### config.mk
export PLATFORM = sky130hd
export DESIGN_NAME = robot_drive_ctrl_flat
export DESIGN_NICKNAME = d
export VERILOG_FILES = /design/src/rtl/robot_pkg.sv /design/src/rtl/robot_drive_ctrl_if.sv /design/src/rtl/robot_debounce.sv /design/src/rtl/robot_drive_ctrl.sv /design/src/flat_wrapper.sv
export SDC_FILE = /design/constraint.sdc
export NUM_CORES = 1
export LEC_CHECK = 0
export CAP_MARGIN = 30
export CORE_MARGIN = 2
export CORE_UTILIZATION = 56
export CTS_CLUSTER_SIZE = 8
export DETAILED_ROUTE_END_ITERATION = 12
export PLACE_DENSITY = 0.87
export SLEW_MARGIN = 0
export SYNTH_ARGS = -nofsm -noshare
export SYNTH_HDL_FRONTEND = slang
export SYNTH_SLANG_ARGS = --single-unit
### constraint.sdc
create_clock -name clk_i -period 2.4 [get_ports clk_i]
set_input_delay 0.24 -clock clk_i [delete_from_list [all_inputs] [get_ports clk_i]]
set_output_delay 0.24 -clock clk_i [all_outputs]
set_load 0.05 [all_outputs]
### src/rtl/robot_pkg.sv
// Shared encodings for the robot drive controller: FSM states, move command
// codes, track direction codes and small decode helpers.
package robot_pkg;

  typedef enum logic [2:0] {
    PWR_OFF  = 3'd0,
    WARMUP   = 3'd1,
    IDLE     = 3'd2,
    MOVE     = 3'd3,
    BLOCKED  = 3'd4,
    COOLDOWN = 3'd5
  } state_e;

  localparam logic [2:0] MV_FWD     = 3'b111;
  localparam logic [2:0] MV_LEFT_A  = 3'b101;
  localparam logic [2:0] MV_LEFT_B  = 3'b010;
  localparam logic [2:0] MV_RIGHT_A = 3'b110;
  localparam logic [2:0] MV_RIGHT_B = 3'b001;
  localparam logic [2:0] MV_BACK    = 3'b011;
  localparam logic [2:0] MV_STOP_A  = 3'b000;
  localparam logic [2:0] MV_STOP_B  = 3'b100;

  localparam logic [1:0] MOT_STOP = 2'b00;
  localparam logic [1:0] MOT_FWD  = 2'b01;
  localparam logic [1:0] MOT_BACK = 2'b10;

  function automatic logic is_stop(input logic [2:0] code);
    return (code == MV_STOP_A) || (code == MV_STOP_B);
  endfunction

  // Returns {left, right} track directions for a move code.
  function automatic logic [3:0] motor_dirs(input logic [2:0] code);
    case (code)
      MV_FWD:                 return {MOT_FWD,  MOT_FWD};
      MV_LEFT_A, MV_LEFT_B:   return {MOT_BACK, MOT_FWD};
      MV_RIGHT_A, MV_RIGHT_B: return {MOT_FWD,  MOT_BACK};
      MV_BACK:                return {MOT_BACK, MOT_BACK};
      default:                return {MOT_STOP, MOT_STOP};
    endcase
  endfunction

  function automatic logic obstructed(input logic [2:0] code, input logic front,
                                      input logic rear);
    return ((code == MV_FWD) && front) || ((code == MV_BACK) && rear);
  endfunction

endpackage

### src/rtl/robot_drive_ctrl_if.sv
// Remote-command valid/ready handshake carrying a move code and PWM speed.
interface robot_drive_ctrl_if #(parameter int SPEED_W = 4);
  logic               cmd_valid_i;
  logic               cmd_ready_o;
  logic [2:0]         move_i;
  logic [SPEED_W-1:0] speed_i;

  modport master (output cmd_valid_i, move_i, speed_i, input cmd_ready_o);
  modport slave  (input cmd_valid_i, move_i, speed_i, output cmd_ready_o);
endinterface

### src/rtl/robot_debounce.sv
// Obstacle sensor debouncer: the flag takes the raw value only after
// DEBOUNCE_CYC consecutive samples that differ from the current flag.
module robot_debounce #(
  parameter int DEBOUNCE_CYC = 3
) (
  input  logic clk_i,
  input  logic rst_i,
  input  logic raw_i,
  output logic flag_o
);
  localparam int CW = $clog2(DEBOUNCE_CYC + 1);
  localparam logic [CW-1:0] LAST = CW'(DEBOUNCE_CYC - 1);

  logic [CW-1:0] cnt_q;

  always_ff @(posedge clk_i) begin
    if (rst_i) begin
      cnt_q  <= '0;
      flag_o <= 1'b0;
    end else if (raw_i == flag_o) begin
      cnt_q <= '0;
    end else if (cnt_q == LAST) begin
      flag_o <= raw_i;
      cnt_q  <= '0;
    end else begin
      cnt_q <= cnt_q + CW'(1);
    end
  end
endmodule

### src/rtl/robot_drive_ctrl.sv
// Tracked robot drive controller: engine sequencing, command acceptance,
// timed PWM moves and obstacle abort. Define ROBOT_REAR_TRACKER_EN for rear sensing.
//   state    | meaning
//   PWR_OFF  | engine off, waiting for motor_on_i
//   WARMUP   | engine spinning up for WARMUP_CYC cycles
//   IDLE     | running, accepting commands
//   MOVE     | executing latched command for MOVE_CYC cycles
//   BLOCKED  | move aborted by obstacle, waiting for it to clear
//   COOLDOWN | one-cycle shutdown before PWR_OFF
module robot_drive_ctrl
  import robot_pkg::*;
#(
  parameter int SPEED_W      = 4,
  parameter int WARMUP_CYC   = 8,
  parameter int MOVE_CYC     = 16,
  parameter int DEBOUNCE_CYC = 3
) (
  input  logic                clk_i,
  input  logic                rst_i,
  input  logic                motor_on_i,
  output logic                motor_status_o,
  robot_drive_ctrl_if.slave   cmd,
  output logic [1:0]          left_motor_o,
  output logic [1:0]          right_motor_o,
  output logic                left_pwm_o,
  output logic                right_pwm_o,
  input  logic                tracker_fwrd_i,
  input  logic                tracker_back_i,
  output logic [1:0]          tracker_status_o
);
  localparam int TMAX = (WARMUP_CYC > MOVE_CYC) ? WARMUP_CYC : MOVE_CYC;
  localparam int TW   = $clog2(TMAX + 1);
  localparam logic [TW-1:0] WARM_LOAD = TW'(WARMUP_CYC - 1);
  localparam logic [TW-1:0] MOVE_LOAD = TW'(MOVE_CYC - 1);

  state_e             state_q;
  logic [TW-1:0]      timer_q;
  logic [2:0]         move_q;
  logic [SPEED_W-1:0] speed_q;
  logic [SPEED_W-1:0] pwm_cnt_q;
  logic               ready_q;
  logic               flag_fwrd;
  logic               flag_back;
  logic               pwm_on;

  robot_debounce #(.DEBOUNCE_CYC(DEBOUNCE_CYC)) u_deb_fwrd (
    .clk_i  (clk_i),
    .rst_i  (rst_i),
    .raw_i  (tracker_fwrd_i),
    .flag_o (flag_fwrd)
  );

`ifdef ROBOT_REAR_TRACKER_EN
  robot_debounce #(.DEBOUNCE_CYC(DEBOUNCE_CYC)) u_deb_back (
    .clk_i  (clk_i),
    .rst_i  (rst_i),
    .raw_i  (tracker_back_i),
    .flag_o (flag_back)
  );
`else
  logic unused_back;
  assign unused_back = tracker_back_i;
  assign flag_back   = 1'b0;
`endif

  // ready_q is only ever set on entry to IDLE, so it mirrors "IDLE with engine on"
  // without a combinational path from motor_on_i.
  always_ff @(posedge clk_i) begin
    if (rst_i) begin
      state_q <= PWR_OFF;
      timer_q <= '0;
      move_q  <= MV_STOP_A;
      speed_q <= '0;
      ready_q <= 1'b0;
    end else if (!motor_on_i && (state_q inside {WARMUP, IDLE, MOVE, BLOCKED})) begin
      state_q <= COOLDOWN;
      ready_q <= 1'b0;
    end else begin
      case (state_q)
        PWR_OFF: begin
          if (motor_on_i) begin
            state_q <= WARMUP;
            timer_q <= WARM_LOAD;
          end
        end
        WARMUP: begin
          if (timer_q == '0) begin
            state_q <= IDLE;
            ready_q <= 1'b1;
          end else begin
            timer_q <= timer_q - TW'(1);
          end
        end
        IDLE: begin
          if (cmd.cmd_valid_i && ready_q && !is_stop(cmd.move_i)) begin
            move_q  <= cmd.move_i;
            speed_q <= cmd.speed_i;
            timer_q <= MOVE_LOAD;
            ready_q <= 1'b0;
            state_q <= obstructed(cmd.move_i, flag_fwrd, flag_back) ? BLOCKED : MOVE;
          end
        end
        MOVE: begin
          if (obstructed(move_q, flag_fwrd, flag_back)) begin
            state_q <= BLOCKED;
          end else if (timer_q == '0) begin
            state_q <= IDLE;
            ready_q <= 1'b1;
          end else begin
            timer_q <= timer_q - TW'(1);
          end
        end
        BLOCKED: begin
          if (!obstructed(move_q, flag_fwrd, flag_back)) begin
            state_q <= IDLE;
            ready_q <= 1'b1;
          end
        end
        COOLDOWN: state_q <= PWR_OFF;
        default:  state_q <= PWR_OFF;
      endcase
    end
  end

  always_ff @(posedge clk_i) begin
    if (rst_i) pwm_cnt_q <= '0;
    else       pwm_cnt_q <= pwm_cnt_q + SPEED_W'(1);
  end

  assign pwm_on          = (state_q == MOVE) && (pwm_cnt_q < speed_q);
  assign left_pwm_o      = pwm_on;
  assign right_pwm_o     = pwm_on;
  assign {left_motor_o, right_motor_o} =
      (state_q == MOVE) ? motor_dirs(move_q) : {MOT_STOP, MOT_STOP};
  assign motor_status_o  = state_q inside {IDLE, MOVE, BLOCKED};
  assign cmd.cmd_ready_o = ready_q;
  assign tracker_status_o = {flag_back, flag_fwrd};

endmodule

### src/flat_wrapper.sv
// flat-port wrapper written by rule: the top's interface ports become plain ports
module robot_drive_ctrl_flat import robot_pkg::*;
#(
  parameter int SPEED_W      = 4,
  parameter int WARMUP_CYC   = 8,
  parameter int MOVE_CYC     = 16,
  parameter int DEBOUNCE_CYC = 3
)
  (clk_i, rst_i, motor_on_i, motor_status_o, left_motor_o, right_motor_o, left_pwm_o, right_pwm_o, tracker_fwrd_i, tracker_back_i, tracker_status_o, cmd_cmd_valid_i, cmd_move_i, cmd_speed_i, cmd_cmd_ready_o);
  robot_drive_ctrl_if #(.SPEED_W(SPEED_W)) cmd_i ();
  input  logic clk_i;
  input  logic rst_i;
  input  logic motor_on_i;
  output logic motor_status_o;
  output logic [1:0] left_motor_o;
  output logic [1:0] right_motor_o;
  output logic left_pwm_o;
  output logic right_pwm_o;
  input  logic tracker_fwrd_i;
  input  logic tracker_back_i;
  output logic [1:0] tracker_status_o;
  input wire logic [$bits(cmd_i.cmd_valid_i)-1:0] cmd_cmd_valid_i;
  input wire logic [$bits(cmd_i.move_i)-1:0] cmd_move_i;
  input wire logic [$bits(cmd_i.speed_i)-1:0] cmd_speed_i;
  output wire logic [$bits(cmd_i.cmd_ready_o)-1:0] cmd_cmd_ready_o;
  assign cmd_i.cmd_valid_i = cmd_cmd_valid_i;
  assign cmd_i.move_i = cmd_move_i;
  assign cmd_i.speed_i = cmd_speed_i;
  assign cmd_cmd_ready_o = cmd_i.cmd_ready_o;
  robot_drive_ctrl #(.SPEED_W(SPEED_W), .WARMUP_CYC(WARMUP_CYC), .MOVE_CYC(MOVE_CYC), .DEBOUNCE_CYC(DEBOUNCE_CYC)) u_core (.clk_i(clk_i), .rst_i(rst_i), .motor_on_i(motor_on_i), .motor_status_o(motor_status_o), .cmd(cmd_i), .left_motor_o(left_motor_o), .right_motor_o(right_motor_o), .left_pwm_o(left_pwm_o), .right_pwm_o(right_pwm_o), .tracker_fwrd_i(tracker_fwrd_i), .tracker_back_i(tracker_back_i), .tracker_status_o(tracker_status_o));
endmodule
-- Word level (Yosys, flattened, before mapping)
Index checks and enable logic that the tools add are counted.
- bits in registers: 23
- output and inout port bits: 10
- word-level logic and storage cells: 81
- add/sub/neg operators: 3
- magnitude comparators: 1
- equality and inequality tests: 21
- mux-type cells: 20
- bitwise gates (word level): 2
- reduce and logical (&&, ||, !) cells: 25
- operator list (cell ; number):
    $mux W3 ; 7
    $mux W5 ; 4
    $pmux W5 S4 ; 1
    $eq A3 B3 Y1 const B ; 6
    $pmux W4 S4 ; 1
    $pmux W3 S5 ; 1
    $eq A3 B2 Y1 const B ; 4
    $reduce_and A3 Y1 ; 3
    $ne A2 B2 Y1 const B ; 4
    $reduce_bool A4 Y1 ; 2
    $eq A3 B1 Y1 const B ; 2
    $logic_and A1 B1 Y1 ; 6
    $logic_not A3 Y1 ; 2
    $ne A3 B3 Y1 const B ; 2
    $reduce_or A2 Y1 ; 3
    $logic_not A5 Y1 ; 1
    $reduce_and A5 Y1 ; 1
    $sub A5 B1 Y5 const B ; 1
    $add A4 B1 Y4 const B ; 1
    $lt A4 B4 Y1 ; 1
    $mux W1 ; 4
    $mux W4 ; 1
    $pmux W1 S4 ; 1
    $reduce_and A4 Y1 ; 1
    other kinds (10) ; 12

-- Depth between registers and ports, before layout
Gate-level depths: netlist (run 1).
- word-level depth: 7
- mapped depth: 6
- mapped depth without buffers: 6

-- Hierarchy
From an unflattened synthesis (run 1), not the netlist that was laid out.
- cell total of the unflattened synthesis: 168
- area total of the unflattened synthesis: 1472.7 um2
- modules (own cells, without submodules) (module ; instances ; cells an instance ; area an instance (um2) ; seq. area each (um2)):
    robot_drive_ctrl ; 1 ; 158 ; 1361.3 ; 400.4
    robot_debounce ; 1 ; 10 ; 111.4 ; 60.1

-- Worst setup path after synthesis (run 1)
No wires, ideal clock.
- path kind: register to output
- start: reg u_core.speed_q[1]
- end: out right_pwm_o
- arrival time: 2.560 ns
- path slack: -0.400 ns
- cell stages (with the launch flop): 7
- buffers on the path: 1
- cells stage by stage: dfxtp_1 inv_1 ha_1 a21o_1 a21o_1 a211oi_1 buf_4
- cells in the longest elaborated chain, start to end: 2
- RTL lines (item ; RTL line ; RTL):
    from (decl) ; robot_drive_ctrl.sv:39 ; logic [SPEED_W-1:0] speed_q;
    from (signal assigned) ; robot_drive_ctrl.sv:97 ; speed_q <= cmd.speed_i;
    $lt A4 B4 Y1 ; robot_drive_ctrl.sv:130 ; assign pwm_on = (state_q == MOVE) && (pwm_cnt_q < speed_q);
    $logic_and A1 B1 Y1 ; robot_drive_ctrl.sv:130 ;
    to (decl) ; flat_wrapper.sv:18 ; output logic right_pwm_o;
No other way between the ends.

-- Final worst setup path (run 1)
- start: reg u_core.state_q[2]
- end: out motor_status_o
- cells in the longest elaborated chain, start to end: 2
- RTL lines (item ; RTL line ; RTL):
    from (decl) ; robot_drive_ctrl.sv:36 ; state_e state_q;
    from (signal assigned) ; robot_drive_ctrl.sv:100 ; state_q <= obstructed(cmd.move_i, flag_fwrd, flag_back) ? BLOCKED : MOVE;
    $eq A3 B2 Y1 / $eq A3 B3 Y1 (equally long branches) ; robot_drive_ctrl.sv:135 ; assign motor_status_o = state_q inside {IDLE, MOVE, BLOCKED};
    $reduce_bool A3 Y1 * ; robot_drive_ctrl.sv:135 ;
    to (decl) ; flat_wrapper.sv:14 ; output logic motor_status_o;
Mark *: on every way between the ends. The rest lies on a longest branch, timed or not.

==> results of run 1 <==
cell type report:
class / count / area, um2 / area share
Clock inverter: 1 / 5.00 / 0.00314
Sequential cell: 23 / 460 / 0.289
Inverter: 8 / 30.0 / 0.0189
Clock buffer: 3 / 22.5 / 0.0142
Timing Repair Buffer: 22 / 201 / 0.127
Tap cell: 28 / 35.0 / 0.0220
Multi-Input combinational cell: 112 / 837 / 0.526
stage by stage:
| step | worst slack [ps] | power [mW] | hold slack (ps) | instances |
|---|---|---|---|---|
| 5_1_grt | 125 | 1.56 | 454 | 197 |
| 6_report | 240 | 1.46 | 427 | 197 |
| 3_3_place_gp | 354 | 1.25 | 399 | 193 |
| 3_5_place_dp | 345 | 1.28 | 413 | 193 |
| 4_1_cts | 246 | 1.47 | 432 | 197 |
| 2_1_floorplan | 145 | 1.12 | 384 | 152 |
worst min-delay path by stage:
stage / cells past startpoint / endpoint / slack [ps]
after detailed placement: 1 / u_core.u_deb_fwrd.cnt_q[0] / 410
after global routing: 1 / u_core.u_deb_fwrd.cnt_q[0] / 450
after global placement: 1 / u_core.u_deb_fwrd.cnt_q[0] / 400
after CTS: 1 / u_core.u_deb_fwrd.cnt_q[0] / 430
after floorplan: 2 / u_core.move_q[0] / 380
final: 1 / u_core.u_deb_fwrd.cnt_q[0] / 430
power by group:
group | total (mW) | internal [mW] | switching, mW
logic | 0.710 | 0.327 | 0.383
clock network | 0.186 | 0.0625 | 0.124
registers | 0.567 | 0.449 | 0.117
total | 1.46 | 0.839 | 0.624
flip-flops by register name, summed over array words and instances, names as in the netlist:
signal	flops
u_core.state_q	3
u_core.move_q	3
u_core.u_deb_fwrd.flag_o	1
u_core.cmd.cmd_ready_o	1
u_core.pwm_cnt_q	4
u_core.timer_q	5
u_core.speed_q	4
u_core.u_deb_fwrd.cnt_q	2
cells in the final DEF (no fill, tap or decap), types with 3 or more instances in the layout:
master           synthesis  layout
dfxtp_1                 23      23
nor2_1                  20      20
clkdlybuf4s50_1          0      13
mux2i_1                  9       9
inv_1                    8       8
a21oi_1                  8       8
ha_1                     6       6
buf_4                    4       6
nand2b_1                 4       4
nor3_1                   4       4
nand2_1                  4       4
nand3b_1                 3       3
or2b_1                   3       3
a21o_1                   3       3
a32o_1                   3       3
a31oi_1                  3       3
a311oi_1                 3       3
clkbuf_4                 0       3
dlygate4sd2_1            0       3
kinds of logic after synthesis:
family,Yosys count,synth area share
compound gates,34,0.193
xor+xnor,3,0.0191
fa+ha+maj,6,0.0546
buf+inv,17,0.0600
flops,23,0.335
mux,9,0.0655
other cells,1,0.00273
simple gates,59,0.270
worst reg2reg max path: stages, from the launching register on:
cell      delay (ps)
dfxtp_1          370
inv_1             80
ha_1             210
nor4b_2          400
nand2_2          190
and3_4           220
a311oi_1         250
routing by layer:
layer,GRT usage,wire (um),vias to the layer above
li1,-,-,585
met1,0.280,1270,552
met2,0.370,1360,46
met3,0.0667,188,5
met4,0.0855,36,0
met5,0,0,-
==> impl_metrics.csv, run 1 <==
group,metric,value,unit
status,status,"complete, no violations",
drt,num_vias,1188,
layout,nNetsFinal,189,
drt,wl,2850,um
synth,ys.flop_type,"dfxtp_1",
synth,async_reset_ff_frac,0,
synth,synth_top_area_share,0.335,
synth,synth_top_cells_by_area,"dfxtp_1 (33%), mux2i_1 (6.6%), ha_1 (5.5%), nor2_1 (5.5%), a21oi_1 (2.9%)",
floorplanning,die_area,2870,um2
clock_tree,numCtsBuffers,3,
synth,syn_inst,152,
setup_path,r2r_setup_slack,610,ps
timing,slew_violations,0,
setup_path,setup.worst_path.end_class,"output pin",
clock_tree,cts_buffer_depth,2,
timing,rsz0062_at_grt,"no",
layout,finalInstanceArea,1590,um2
setup_path,crit_required,2160,ps
synth,synthesis.nets,171,
synth,synth_commonest_cells,"dfxtp_1 (23), nor2_1 (20), mux2i_1 (9)",
synth,synth_area,1380,um2
setup_path,cp_max_fo,13,
clock_tree,cts_root_buffer,"clkbuf_4",
timing,min_period,2160,ps
floorplanning,ios,23,
clock_tree,cts_resized,3,
clock_tree,clock_sinks,23,
setup_path,crit_chain,"nor3b_2 -> a21o_1 -> dlygate4sd2_1",
timing,finalSetupTns,0,ps
power_and_ir_drop,ir_drop,0.000625,V
setup_path,crit_path_start,"u_core.state_q[2]",
timing,setup_viol,0,
clock_tree,htreeDepth,1,
setup_path,cpMaxStageDelayCell,"dfxtp_1",
timing,skew,4.72,ps
global_route,grt_overflow,0,
timing,max_freq,463,MHz
clock_tree,ctsHoldBuffers,0,
synth,synth.avg_cell_area,9.05,um2
synth,synth-seq-cells,23,
placement,place_area,1570,um2
synth,ys_warn_count,0,
setup_path,arrival,1920,ps
layout,diodes,0,
timing,post-route-period-util,0.900,
synth,yosysSeqAreaShare,0.335,
setup_path,cp.buffers_inverters,1,
timing,hold_violations,0,
min_path,min_path_type,"reg -> reg",
layout,fillers,196,
setup_path,r2r_end,"u_core.timer_q[2]",
placement,place_congestion,0.982,
layout,fin_util,0.699,
synth,synth_edf_count,0,
min_path,hp-start,"u_core.u_deb_fwrd.cnt_q[0]",
floorplanning,dieHeight,53.6,um
placement,port_buffers,20,
power_and_ir_drop,p_leak,0.665,nW
layout,area_growth,15.7,%
setup_path,cp-endpoint,"motor_status_o",
setup_path,path_class,"reg -> out",
power_and_ir_drop,p_per_area,919,nW/um2
global_route,grt_pass1_vias,1064,
clock_tree,cts_tree,"done",
layout,layout-drive-gt1-share,0.142,
setup_path,cpPeakStageDelay,570,ps
global_route,grt_max_degree,15,
drt,routed_via_density,6.03,
drt,detail_route.first_pass.iterations,4,
synth,yosysTopAreaCell,"dfxtp_1",
floorplanning,initial_utilization,0.604,
synth,synth_most_common_cell,"dfxtp_1",
clock_tree,clk-insertion-delay-late,320,ps
setup_path,rr_startpoint,"u_core.timer_q[0]",
drt,wl_per_cell,14.5,um
global_route,antenna_found_initial,0,
drt,ant_nets,0,
floorplanning,rows,17,
drt,route.detailed.drc,0,
clock_tree,cts.clk_slew.worst_paths,130,ps
setup_path,reg2reg_depth,6,
flow_run,maxCapViolations,0,
global_route,grt_use_total,0.226,
drt,drt_iter0_markers,28,
floorplanning,die_w,53.6,um
setup_path,cp_num_cells,3,
setup_path,startpoint_type,"flip-flop",
floorplanning,core_area,2280,um2
setup_path,crit_family,"flip-flops",
placement,place_hpwl,2160,um
global_route,grt_pass1_wl,4690,um
synth,yosysUniqueCellTypes,50,
clock_tree,cts_setup_buffers,0,
No activity file was read; power rests on OpenSTA's default activity.
==> run 2, diff against run 1 <==
--- a/config.mk
+++ b/config.mk
@@ -10,7 +10,7 @@
 export CORE_UTILIZATION = 56
 export CTS_CLUSTER_SIZE = 8
 export DETAILED_ROUTE_END_ITERATION = 12
-export PLACE_DENSITY = 0.87
+export PLACE_DENSITY = 0.82
 export SLEW_MARGIN = 0
 export SYNTH_ARGS = -nofsm -noshare
 export SYNTH_HDL_FRONTEND = slang
==> run 2 against run 1 <==
  * First-iteration DRC count decreased by 54%
  * Sequential share of layout area shrank 0.27 points
  * Critical path depth did not move
  * Global-route usage shrank 0.95 points
  * Register-to-register slack barely moved
  * Utilization grew 0.66 points
  * Cell count grew 0.51%
  * Worst setup slack worse by 17 ps
  * Via count is 1.9% lower
  * Non-clock buffer count increased by 1
  * Wire length shrank 0.67%
  * Critical path type unchanged
  * Critical endpoint unchanged
  * Largest cell class unchanged
==> impl_metrics.csv, run 2 (synthesis gave the netlist of run 1 again) <==
group,metric,value,unit
global_route,antenna_found_initial,0,
min_path,min_path_type,"reg -> reg",
layout,area_growth,16.8,%
layout,layout_commonest_cell,"dfxtp_1",
clock_tree,clock_sinks,23,
floorplanning,core_area,2280,um2
timing,rsz0062_at_grt,"no",
timing,hold_violations,0,
power_and_ir_drop,p_per_area,909,nW/um2
setup_path,arrival,1940,ps
timing,slew_violations,0,
clock_tree,htreeDepth,1,
setup_path,crit_required,2160,ps
clock_tree,clk-insertion-delay-late,310,ps
timing,setup_viol,0,
timing,post-route-period-util,0.907,
power_and_ir_drop,ir_drop,0.000620,V
flow_run,maxCapViolations,0,
placement,place_hpwl,2190,um
floorplanning,dieHeight,53.6,um
clock_tree,cts_tree,"done",
setup_path,startpoint_type,"flip-flop",
layout,diodes,0,
setup_path,path_class,"reg -> out",
drt,ant_nets,0,
drt,drt_iter0_markers,13,
drt,routed_via_density,5.88,
drt,detail_route.first_pass.iterations,4,
layout,multi_input_area,837,um2
clock_tree,cts_buffer_depth,2,
power_and_ir_drop,p_leak,0.698,nW
floorplanning,ios,23,
timing,worst_slew_pin_slew,503,ps
clock_tree,cts.clk_slew.worst_paths,130,ps
floorplanning,die_w,53.6,um
placement,dp.cells,194,
drt,wl,2830,um
drt,num_vias,1165,
floorplanning,die_area,2870,um2
clock_tree,ctsHoldBuffers,0,
timing,min_period,2180,ps
placement,place_congestion,0.862,
clock_tree,numCtsBuffers,3,
layout,nNetsFinal,190,
timing,skew,2.82,ps
layout,largest_reg_flops,5,
timing,finalSetupTns,0,ps
global_route,grt_max_degree,16,
global_route,grt_overflow,0,
layout,stdcell_count,198,
timing,setup_slack,223,ps
drt,route.detailed.drc,0,
clock_tree,cts_root_buffer,"clkbuf_4",
global_route,grt_use_total,0.217,
setup_path,setup.worst_path.end_class,"output pin",
layout,layout-drive-gt1-share,0.147,
status,status,"complete, no violations",
setup_path,cp_max_fo,13,
floorplanning,rows,17,
timing,max_freq,459,MHz
placement,dp_slack,318,ps
layout,mostFrequentLayoutCells,"dfxtp_1 (23), nor2_1 (20), clkdlybuf4s50_1 (13)",
drt,wl_per_cell,14.3,um
global_route,grt_pass1_wl,4490,um
layout,seq_area,460,um2
floorplanning,initial_utilization,0.604,
placement,port_buffers,20,
global_route,grt_pass1_vias,1081,
layout,fillers,170,
timing,maxSlewHeadroom,0.664,
layout,regMostFlops,"u_core.timer_q",
layout,largestRegisters,"u_core.timer_q: 5 flops, u_core.pwm_cnt_q: 4 flops, u_core.speed_q: 4 flops",
## run 2: cell types whose count changed in the layout (fill, tap and decap cells not counted)
cell            previous run  this run
buf_4                      6         7
dlygate4sd2_1              3         1
dlymetal6s2s_1             0         2
## run 2: power breakdown
part	switching, mW	internal [mW]
Sequential	0.106	0.449
Combinational	0.393	0.332
Clock	0.119	0.0623
## run 2: path summary, 6_finish.rpt
kind                                    from                    endpoint  slack, ps  depth (start not counted)
setup / recovery           u_core.state_q[2]              motor_status_o        220                          3
hold / removal    u_core.u_deb_fwrd.cnt_q[0]  u_core.u_deb_fwrd.cnt_q[0]        420                          1
setup reg to reg           u_core.timer_q[0]           u_core.timer_q[2]        620                          6
hold reg to reg   u_core.u_deb_fwrd.cnt_q[0]  u_core.u_deb_fwrd.cnt_q[0]        420                          1
## run 2: final cells by class
| cell class | count | share of cell area |
|---|---|---|
| multi-input combinational | 112 | 0.521 |
| sequential | 23 | 0.287 |
| timing repair buffer | 23 | 0.135 |
| tap | 28 | 0.0218 |
| inverter | 8 | 0.0187 |
| clock buffer | 3 | 0.0140 |
| clock inverter | 1 | 0.00312 |
## run 2: through the flow
| stage | area (um2) | power (mW) | utilization | hold WS, ps |
|---|---|---|---|---|
| CTS | 1600 | 1.46 | 0.704 | 423 |
| detailed placement | 1580 | 1.29 | 0.692 | 405 |
| global placement | 1580 | 1.26 | 0.692 | 398 |
| finish | 1610 | 1.46 | 0.706 | 417 |
| floorplan | 1380 | 1.12 | - | 384 |
| global route | 1610 | 1.56 | 0.706 | 450 |
## run 2: metal layers
metal	part of all wire	GRT usage
met3	0.044	0.0556
met1	0.46	0.242
met5	0	0
met4	0.0050	0.0556
met2	0.49	0.405
## run 2: timing repair
action                                  4_1_cts  5_1_grt
gates resized for setup                       1        2
endpoints found under the setup margin        1        2
setup buffers                                 0        0
## run 2: worst max-delay path, stage by stage, from the launching register on
cell           delay, ps
dfxtp_1              600
nor3b_2              390
a21o_1               120
dlygate4sd2_1        520
